[src/rtl/rtc_pkg.sv]
// Shared types, BCD range limits and load validation helper for the RTC time-of-day core.
package rtc_pkg;

    typedef logic [3:0] bcd_t;
    typedef logic [7:0] bcd2_t;

    localparam bcd2_t SEC_MAX  = 8'h59;
    localparam bcd2_t MIN_MAX  = 8'h59;
    localparam bcd2_t HR24_MAX = 8'h23;
    localparam bcd2_t HR12_MAX = 8'h12;
    localparam bcd2_t HR12_MIN = 8'h01;

    // With both nibbles <= 9, a plain binary compare orders BCD values correctly.
    function automatic logic bcd2_valid(bcd2_t v, bcd2_t max);
        return (v[7:4] <= 4'd9) && (v[3:0] <= 4'd9) && (v <= max);
    endfunction

endpackage

[src/rtl/rtc_bcd_mod60.sv]
// Two-digit BCD 00..59 counter with synchronous load; carry is combinational on 59 -> 00.
module rtc_bcd_mod60
    import rtc_pkg::*;
(
    input  logic  clk,
    input  logic  rst,
    input  logic  i_inc,
    input  logic  i_ld,
    input  bcd2_t i_ld_val,
    output bcd2_t o_q,
    output logic  o_carry
);

    bcd2_t r_q;

    always_ff @(posedge clk or posedge rst) begin
        if (rst) begin
            r_q <= '0;
        end else if (i_ld) begin
            r_q <= i_ld_val;
        end else if (i_inc) begin
            if (r_q[3:0] == 4'd9) begin
                r_q[3:0] <= 4'd0;
                r_q[7:4] <= (r_q[7:4] == 4'd5) ? 4'd0 : r_q[7:4] + 4'd1;
            end else begin
                r_q[3:0] <= r_q[3:0] + 4'd1;
            end
        end
    end

    assign o_q     = r_q;
    assign o_carry = i_inc && (r_q == SEC_MAX);

endmodule

[src/rtl/rtc_time_counter.sv]
// RTC time-of-day core: 1 Hz prescaler plus BCD hh:mm:ss with range-checked host load.
// Define RTC_12H_EN for 12-hour mode with a PM flag; default build is 24-hour.
module rtc_time_counter
    import rtc_pkg::*;
#(
    parameter int unsigned CLK_HZ = 50_000_000
) (
    input  logic       clk,
    input  logic       rst,
    input  logic       en,
    input  logic       load,
    input  logic [7:0] load_hh,
    input  logic [7:0] load_mm,
    input  logic [7:0] load_ss,
    input  logic       load_pm,
    output logic [3:0] hh_t,
    output logic [3:0] hh_u,
    output logic [3:0] mm_t,
    output logic [3:0] mm_u,
    output logic [3:0] ss_t,
    output logic [3:0] ss_u,
    output logic       pm,
    output logic       sec_pulse,
    output logic       day_pulse,
    output logic       load_err
);

    localparam int unsigned      PRE_W    = (CLK_HZ > 1) ? $clog2(CLK_HZ) : 1;
    localparam logic [PRE_W-1:0] PRE_LAST = PRE_W'(CLK_HZ - 1);

    logic [PRE_W-1:0] r_pre;
    bcd2_t            r_hh;
    bcd2_t            w_ss;
    bcd2_t            w_mm;
    bcd2_t            w_hh_next;
    logic             r_sec;
    logic             r_day;
    logic             r_err;
    logic             w_tick;
    logic             w_load_ok;
    logic             w_ld_acc;
    logic             w_adv;
    logic             w_sec_carry;
    logic             w_min_carry;
    logic             w_day;
    logic             w_pm_next;

    assign w_tick = en && (r_pre == PRE_LAST);

`ifdef RTC_12H_EN
    logic r_pm;
    assign w_load_ok = bcd2_valid(load_hh, HR12_MAX) && (load_hh >= HR12_MIN) &&
                       bcd2_valid(load_mm, MIN_MAX) && bcd2_valid(load_ss, SEC_MAX);
`else
    logic w_unused_pm;
    logic r_pm;
    assign w_unused_pm = load_pm;
    assign r_pm        = 1'b0;
    assign w_load_ok   = bcd2_valid(load_hh, HR24_MAX) &&
                         bcd2_valid(load_mm, MIN_MAX) && bcd2_valid(load_ss, SEC_MAX);
`endif

    // An accepted load wins over a coincident tick; a rejected load leaves the count alone.
    assign w_ld_acc = load && w_load_ok;
    assign w_adv    = w_tick && !w_ld_acc;

    always_ff @(posedge clk or posedge rst) begin
        if (rst) begin
            r_pre <= '0;
        end else if (w_ld_acc || w_tick) begin
            r_pre <= '0;
        end else if (en) begin
            r_pre <= r_pre + PRE_W'(1);
        end
    end

    rtc_bcd_mod60 u_sec (
        .clk      (clk),
        .rst      (rst),
        .i_inc    (w_adv),
        .i_ld     (w_ld_acc),
        .i_ld_val (load_ss),
        .o_q      (w_ss),
        .o_carry  (w_sec_carry)
    );

    rtc_bcd_mod60 u_min (
        .clk      (clk),
        .rst      (rst),
        .i_inc    (w_sec_carry),
        .i_ld     (w_ld_acc),
        .i_ld_val (load_mm),
        .o_q      (w_mm),
        .o_carry  (w_min_carry)
    );

    always_comb begin
        w_hh_next = r_hh;
        w_pm_next = r_pm;
        w_day     = 1'b0;
`ifdef RTC_12H_EN
        if (r_hh == HR12_MAX) begin
            w_hh_next = HR12_MIN;
        end else if (r_hh == 8'h11) begin
            w_hh_next = HR12_MAX;
            w_pm_next = ~r_pm;
            w_day     = r_pm;
        end else if (r_hh[3:0] == 4'd9) begin
            w_hh_next = {r_hh[7:4] + 4'd1, 4'd0};
        end else begin
            w_hh_next = r_hh + 8'd1;
        end
`else
        if (r_hh == HR24_MAX) begin
            w_hh_next = '0;
            w_day     = 1'b1;
        end else if (r_hh[3:0] == 4'd9) begin
            w_hh_next = {r_hh[7:4] + 4'd1, 4'd0};
        end else begin
            w_hh_next = r_hh + 8'd1;
        end
`endif
    end

`ifdef RTC_12H_EN
    always_ff @(posedge clk or posedge rst) begin
        if (rst) begin
            r_hh <= HR12_MAX;
            r_pm <= 1'b0;
        end else if (w_ld_acc) begin
            r_hh <= load_hh;
            r_pm <= load_pm;
        end else if (w_min_carry) begin
            r_hh <= w_hh_next;
            r_pm <= w_pm_next;
        end
    end
`else
    always_ff @(posedge clk or posedge rst) begin
        if (rst) begin
            r_hh <= '0;
        end else if (w_ld_acc) begin
            r_hh <= load_hh;
        end else if (w_min_carry) begin
            r_hh <= w_hh_next;
        end
    end
`endif

    always_ff @(posedge clk or posedge rst) begin
        if (rst) begin
            r_sec <= 1'b0;
            r_day <= 1'b0;
            r_err <= 1'b0;
        end else begin
            r_sec <= w_adv;
            r_day <= w_min_carry && w_day;
            r_err <= load && !w_load_ok;
        end
    end

    assign hh_t      = r_hh[7:4];
    assign hh_u      = r_hh[3:0];
    assign mm_t      = w_mm[7:4];
    assign mm_u      = w_mm[3:0];
    assign ss_t      = w_ss[7:4];
    assign ss_u      = w_ss[3:0];
    assign pm        = r_pm;
    assign sec_pulse = r_sec;
    assign day_pulse = r_day;
    assign load_err  = r_err;

endmodule

[config.mk]
export PLATFORM = sky130hd
export DESIGN_NAME = rtc_time_counter
export DESIGN_NICKNAME = d
export VERILOG_FILES = /design/src/rtl/rtc_pkg.sv /design/src/rtl/rtc_bcd_mod60.sv /design/src/rtl/rtc_time_counter.sv
export SDC_FILE = /design/constraint.sdc
export NUM_CORES = 1
export LEC_CHECK = 0
export BUFFER_PORTS_ARGS = -buffer_cell sky130_fd_sc_hd__buf_2
export CORE_MARGIN = 2
export CORE_UTILIZATION = 45
export DETAILED_ROUTE_END_ITERATION = 10
export GPL_TIMING_DRIVEN = 0
export HOLD_SLACK_MARGIN = 0.06
export PLACE_DENSITY = 0.69
export RECOVER_POWER = 50
export SLEW_MARGIN = 15
export SYNTH_ARGS = -nofsm -noshare
export SYNTH_HDL_FRONTEND = slang
export SYNTH_SLANG_ARGS = --single-unit
[constraint.sdc]
create_clock -name clk -period 2.15 [get_ports clk]
set_input_delay 0.215 -clock clk [delete_from_list [all_inputs] [get_ports clk]]
set_output_delay 0.215 -clock clk [all_outputs]
set_load 0.005 [all_outputs]
# Yosys cells after proc, flatten, opt, wreduce, memory -nomap -nowiden

Index checks and enable logic that the tools add are counted.

Magnitude comparators: 9
Mux-type cells: 17
Eq/ne operators: 9
Reduce and logical (&&, ||, !) cells: 26
Add/subtract/negate cells: 7

Operators by type and width:

| cell                                                 | number |
|---|---|
| two-way mux 8 bit                                    | 8 |
| two-way mux 26 bit                                   | 2 |
| adder 26 x 1 -> 26 bit (second input constant)       | 1 |
| == test 26 bit (second input constant)               | 1 |
| <= comparator 4 bit (second input constant)          | 6 |
| two-way mux 4 bit                                    | 6 |
| adder 4 x 1 -> 4 bit (second input constant)         | 5 |
| == test 8 x 7 -> 1 bit (second input constant)       | 2 |
| <= comparator 8 x 7 -> 1 bit (second input constant) | 2 |
| logical AND 1 bit                                    | 15 |
| == test 4 bit (second input constant)                | 3 |
| nonzero test 2 bit                                   | 6 |
| adder 8 x 1 -> 8 bit (second input constant)         | 1 |
| == test 4 x 3 -> 1 bit (second input constant)       | 2 |
| == test 8 x 6 -> 1 bit (second input constant)       | 1 |
| <= comparator 8 x 6 -> 1 bit (second input constant) | 1 |
| AND reduction 2 bit                                  | 2 |
| zero test 1 bit                                      | 2 |
| logical OR 1 bit                                     | 1 |
| two-way mux 1 bit                                    | 1 |

Input bits: 29
Flip-flop bits (word level): 53
Logic and storage cells: 77

# Longest topological paths before layout

Depth after elaboration: 12
Gate-level depth with buffers: 9
Gate-level depth less buffers: 7

# Hierarchy

A second synthesis with hierarchy kept.

Cell total of the unflattened synthesis: 327
Area, all modules: 3093.0 sq um

Modules (own cells, without submodules):

| module           | times used | cells each | area an instance (sq um) | seq. area each (sq um) |
|---|---|---|---|---|
| rtc_time_counter | 1          | 213        | 2072.0                   | 925.9 |
| rtc_bcd_mod60    | 2          | 57         | 510.5                    | 200.2 |

# Worst setup path before layout

Ideal clock, no wire load.

Path kind: reg2reg
Start point: register r_pre[0]
End point: register r_hh[6]
Arrival time: 2.251 ns
Cell stages (with the launch flop): 9
Slack: -0.179 ns
Path buffers: 2
Cell sequence: dfrtp_1 > ha_1 > and4_1 > buf_4 > nand4_4 > or4_1 > buf_2 > or4_1 > a21oi_1

Cells in the longest elaborated chain, start to end: 6

RTL lines:

| item                                | line                    | source |
|---|---|---|
| start: declaration                  | rtc_time_counter.sv:31  | `logic [PRE_W-1:0] r_pre;` |
| start signal: assignment            | rtc_time_counter.sv:73  | `r_pre <= r_pre + PRE_W'(1);` |
| == test 26 bit                      | rtc_time_counter.sv:48  | `assign w_tick = en && (r_pre == PRE_LAST);` |
| logical AND 1 bit                   | rtc_time_counter.sv:48  |  |
| logical AND 1 bit                   | rtc_time_counter.sv:65  | `assign w_adv = w_tick && !w_ld_acc;` |
| logical AND 1 bit (2 in a row)      | rtc_bcd_mod60.sv:32     | `assign o_carry = i_inc && (r_q == SEC_MAX);` |
| nonzero test 2 bit (no source line) | -                       |  |
| end signal: assignment              | rtc_time_counter.sv:143 | `r_hh <= load_hh;` |
| end signal: assignment              | rtc_time_counter.sv:145 | `r_hh <= w_hh_next;` |
| end: declaration                    | rtc_time_counter.sv:32  | `bcd2_t r_hh;` |

Every way passes these cells.
A chain may end at the register's enable or synchronous reset.

# Worst setup path after layout

Start point: register u_min.r_q[5] (netlist: u_min.o_q[5])
End point: register r_hh[7]

Cells in the longest elaborated chain, start to end: 3

RTL lines:

| item                                | line                | source |
|---|---|---|
| start: declaration                  | rtc_bcd_mod60.sv:14 | `bcd2_t r_q;` |
| start signal: assignment            | rtc_bcd_mod60.sv:20 | `r_q <= i_ld_val;` |
| start signal: assignment            | rtc_bcd_mod60.sv:24 | `r_q[7:4] <= (r_q[7:4] == 4'd5) ? 4'd0 : r_q[7:4] + 4'd1;` |
| == test 8 x 7 -> 1 bit              | rtc_bcd_mod60.sv:32 |  |
| logical AND 1 bit                   | rtc_bcd_mod60.sv:32 |  |
| nonzero test 2 bit (no source line) | -                   |  |

Every way passes these cells.

==> qor.csv <==
stage,metric,value,unit
global_route,global_route_wire_length_before_repair,12560,um
logic_synthesis,post_synth_inst_count,351,
die,fp.dieArea,0.007596,mm2
logic_synthesis,netlist_top_cells_area,"sky130_fd_sc_hd__dfrtp_1 43%, sky130_fd_sc_hd__xnor2_1 6.5%, sky130_fd_sc_hd__nor2_1 5.2%, sky130_fd_sc_hd__o21ai_0 4.8%, sky130_fd_sc_hd__nand2_1 3.5%",
clock_network,ctsRootBufferMaster,sky130_fd_sc_hd__clkbuf_8,
global_route,grt.total_usage,20.73,%
cells_and_area,post-route-util,57.69,%
power,total_power,2305,uW
global_route,grt_start_max_net_pins,36,
status,status,finished with violations,
place,post_dp_cell_area,0.003543,mm2
logic_synthesis,number_of_synthesized_flops_with_an_enable_pin,0,
timing,final_worst_clock_skew,0.009096,ns
timing,slew_headroom,47.77,%
place,dp.cells,486,
setup_path,critical_path.slowest_cell,sky130_fd_sc_hd__or4_4,
cells_and_area,fin_cells,519,
cells_and_area,layout-drive-gt1-share,25.97,%
setup_path,worstPathMaxFanout,4,
status,violations,negative setup slack,
die,boundaryPins,57,
logic_synthesis,most_instantiated_cells_after_synthesis,"53 x sky130_fd_sc_hd__dfrtp_1, 43 x sky130_fd_sc_hd__nor2_1, 30 x sky130_fd_sc_hd__o21ai_0, 29 x sky130_fd_sc_hd__nand2_1, 23 x sky130_fd_sc_hd__xnor2_1",
global_route,grt_antenna_before_repair,0,
routing,drc_errors,0,
cells_and_area,areaGrowthSynthToFinish,25.25,%
place,gp_congestion,0.8128,
setup_path,r2r-end,r_hh[7]$_DFFE_PP0P_,
timing,fmax_achieved,453.8,MHz
cells_and_area,num_antenna_cells,0,
setup_path,max_stage_delay,0.55,ns
logic_synthesis,synth_cell_type_count,48,
clock_network,cts_tree,built,
setup_path,endpoint,r_hh[7]$_DFFE_PP0P_,
logic_synthesis,async_reset_ff_share,100.0,%
clock_network,clkLatencyLatePin,0.31,ns
setup_path,worst_ep_required_time,2.38,ns
power,ir_drop,305.5,uV
timing,finalSetupViolations,1,
logic_synthesis,synth.yosys.warnings,0,
routing,route.final.wire_length,7612,um
setup_path,rrSetupSlack,-0.05,ns
timing,grt_setup_unrepaired,true,
die,die_width,87.16,um
timing,hold_viol,0,
logic_synthesis,post_synth.cell_area_avg,8.865,um2
setup_path,timing_worst_setup_path_type,reg2reg,
cells_and_area,finalInstanceArea,0.003897,mm2
routing,drt_iter0_drc,88,
setup_path,worst_r2r_startpoint,u_min.o_q[5]$_DFFE_PP0P_,
clock_network,clock-sinks,53,
die,row_count,30,
logic_synthesis,post-synth-top-area-fraction,42.62,%
routing,final_ant_viol_nets,0,
setup_path,path_depth,5,
timing,period_needed,2.203,ns
global_route,grt-ovfl-total,0,
die,floorplan.die.height,87.16,um
place,pre_cts_ws,-0.3984,ns
logic_synthesis,most_frequently_used_flop_master_after_synthesis,sky130_fd_sc_hd__dfrtp_1,
logic_synthesis,netlist_area_before_placement,0.003112,mm2
logic_synthesis,synth_sequential_area_ratio,42.62,%
routing,post_drt_wl_per_cell,14.67,um
routing,via_per_inst,5.590,
timing,maxSlewViolCount,0,
place,detailedPlacementHpwl,5293,um
routing,dr_total_vias,2901,
timing,layout_setup_ws,-0.05344,ns
setup_path,worstPathCellList,nor4bb_4 -> nand4_1 -> or4_4 -> or4_1 -> a21oi_1,
setup_path,worst-r2r-cell-count,5,
flow_run,max_cap_violations,0,
power,power-per-cell-area,591.4,mW/mm2
logic_synthesis,synthesis.nets,385,
setup_path,worst-endpoint-arrival,2.44,ns
logic_synthesis,post-synth-top-count-cell,sky130_fd_sc_hd__dfrtp_1,
cells_and_area,finish.net_count,473,
clock_network,htreeDepth,2,
timing,period_share,102.5,%
logic_synthesis,synthDominantAreaCellType,sky130_fd_sc_hd__dfrtp_1,
die,initial_utilization,46.06,%
setup_path,critical_path_buf_inv_count,0,
global_route,number_of_global_route_vias_before_repair,2620,
timing,slew_worst_pin,0.7834,ns
place,portBuffers,54,
setup_path,worst_setup_path_startpoint,u_min.o_q[5]$_DFFE_PP0P_,
setup_path,worst_setup_path_start_kind,register,
clock_network,clk_pin_slew_worst_paths,0.10,ns
worst_hold_path,hp-class,in2reg,
die,coreArea,0.006756,mm2
routing,drtPass1Iterations,5,
setup_path,critical-path-top-delay-family,simple AND/OR/NAND/NOR gates,
clock_network,ctsLongestPathBuffers,2,
logic_synthesis,yosys_register_bits,53,
setup_path,endpoint_kind,register,
clock_network,numCtsBuffers,5,
power,p_leak,0.001735,uW
-- cells by family (layout without fill, tap and decap cells) --
kind of cell | Yosys count | after routing | share of synthesized area, %
compound gates | 71 | 71 | 13.71
xor+xnor | 29 | 29 | 8.162
fa+ha+maj | 5 | 5 | 2.010
buf+inv | 31 | 119 | 4.141
flops | 53 | 53 | 42.62
mux | 3 | 3 | 0.9651
other cells | 1 | 1 | 0.1205
simple gates | 158 | 158 | 28.27
-- sequential cells by signal, indices dropped and copies added, names as in the netlist --
signal and count:
u_sec.o_q 8, load_err 1, day_pulse 1, r_hh 8, u_min.o_q 8, r_pre 26, sec_pulse 1
-- where the power goes --
part	total, uW	internal [uW]	switching, uW
logic	504	249	255
clock network	581	257	324
registers	1220	1100	117
total	2300	1610	696
-- tightest hold or removal path, stage by stage --
cell	delay [ns]
sky130_fd_sc_hd__buf_2	0.08
sky130_fd_sc_hd__nand2_1	0.04
sky130_fd_sc_hd__o21ai_0	0.06
-- cell type report --
| class | instances | area [um2] |
|---|---|---|
| inverters | 15 | 56.30 |
| flip-flops and latches | 53 | 1333 |
| well taps | 80 | 100.1 |
| fillers | 636 | 2859 |
| plain buffers | 15 | 90.09 |
| multi-input cells | 267 | 1757 |
| repair buffers | 82 | 475.5 |
| clock buffers | 7 | 86.33 |
-- timing repair --
item / in CTS / in global routing
hold endpoints to repair: 18 / 0
setup endpoints to repair: 39 / 35
gates resized for setup: 18 / 13
hold buffers: 1 / 0
pin swaps: 14 / 13
setup buffers: 23 / 3
-- metal layers --
metal  GRT usage, %  routed length, um  vias up
met4          6.154                125        0
met1          29.13               3600     1393
met2          32.96               3606       67
met3          3.507                281       13
li1               -                  -     1428
met5              0                  0        -
-- layout by cell type, fill, tap and decap left out, types with 2 or more instances in the layout --
master and count:
sky130_fd_sc_hd__nand4_1 8, sky130_fd_sc_hd__mux2i_1 3, sky130_fd_sc_hd__a211oi_1 3, sky130_fd_sc_hd__nor2b_1 2, sky130_fd_sc_hd__or3_1 3, sky130_fd_sc_hd__nor4b_4 2, sky130_fd_sc_hd__and4_1 6, sky130_fd_sc_hd__dfrtp_2 5
sky130_fd_sc_hd__ha_1 4, sky130_fd_sc_hd__xor2_1 6, sky130_fd_sc_hd__nor3_1 12, sky130_fd_sc_hd__o21ai_1 4, sky130_fd_sc_hd__clkbuf_8 6, sky130_fd_sc_hd__nand2_1 28, sky130_fd_sc_hd__nand4_4 2, sky130_fd_sc_hd__clkbuf_1 14
sky130_fd_sc_hd__nor3b_1 2, sky130_fd_sc_hd__buf_4 28, sky130_fd_sc_hd__a21oi_1 12, sky130_fd_sc_hd__xnor2_1 23, sky130_fd_sc_hd__buf_2 51, sky130_fd_sc_hd__o21ai_0 27, sky130_fd_sc_hd__or4_1 4, sky130_fd_sc_hd__inv_1 15
sky130_fd_sc_hd__o21a_1 2, sky130_fd_sc_hd__nand3_1 14, sky130_fd_sc_hd__and3_1 4, sky130_fd_sc_hd__clkbuf_4 2, sky130_fd_sc_hd__nor4_1 7, sky130_fd_sc_hd__nor2_1 43, sky130_fd_sc_hd__dfrtp_1 48, sky130_fd_sc_hd__a31oi_1 11
sky130_fd_sc_hd__a2111o_1 2, sky130_fd_sc_hd__nand2b_1 2, sky130_fd_sc_hd__a21o_1 3, sky130_fd_sc_hd__and2_1 3
-- worst min-delay path by stage --
| stage | startpoint | to | slack, ns | depth (start not counted) |
|---|---|---|---|---|
| after global routing | load_ss[0] | u_sec.o_q[0]$_DFFE_PP0P_ | 0.12 | 3 |
| after detailed placement | rst | r_hh[6]$_DFFE_PP0P_ | 0.25 | 2 |
| after CTS | load_ss[4] | u_sec.o_q[4]$_DFFE_PP0P_ | 0.11 | 3 |
| after global placement | load_ss[4] | u_sec.o_q[4]$_DFFE_PP0P_ | 0.42 | 3 |
| after floorplan | load_hh[5] | r_hh[5]$_DFFE_PP0P_ | 0.33 | 2 |
| final | load_ss[4] | u_sec.o_q[4]$_DFFE_PP0P_ | 0.11 | 3 |
-- stage by stage --
stage          hold slack (ns)  TNS [ns]
5_1_grt                 0.1221   -0.3959
6_report                0.1098  -0.05344
3_3_place_gp            0.4243    -12.42
4_1_cts                 0.1056  -0.08562
2_1_floorplan           0.3318   -0.1609
3_5_place_dp            0.2462    -9.347
No activity file was read; power rests on OpenSTA's default activity.
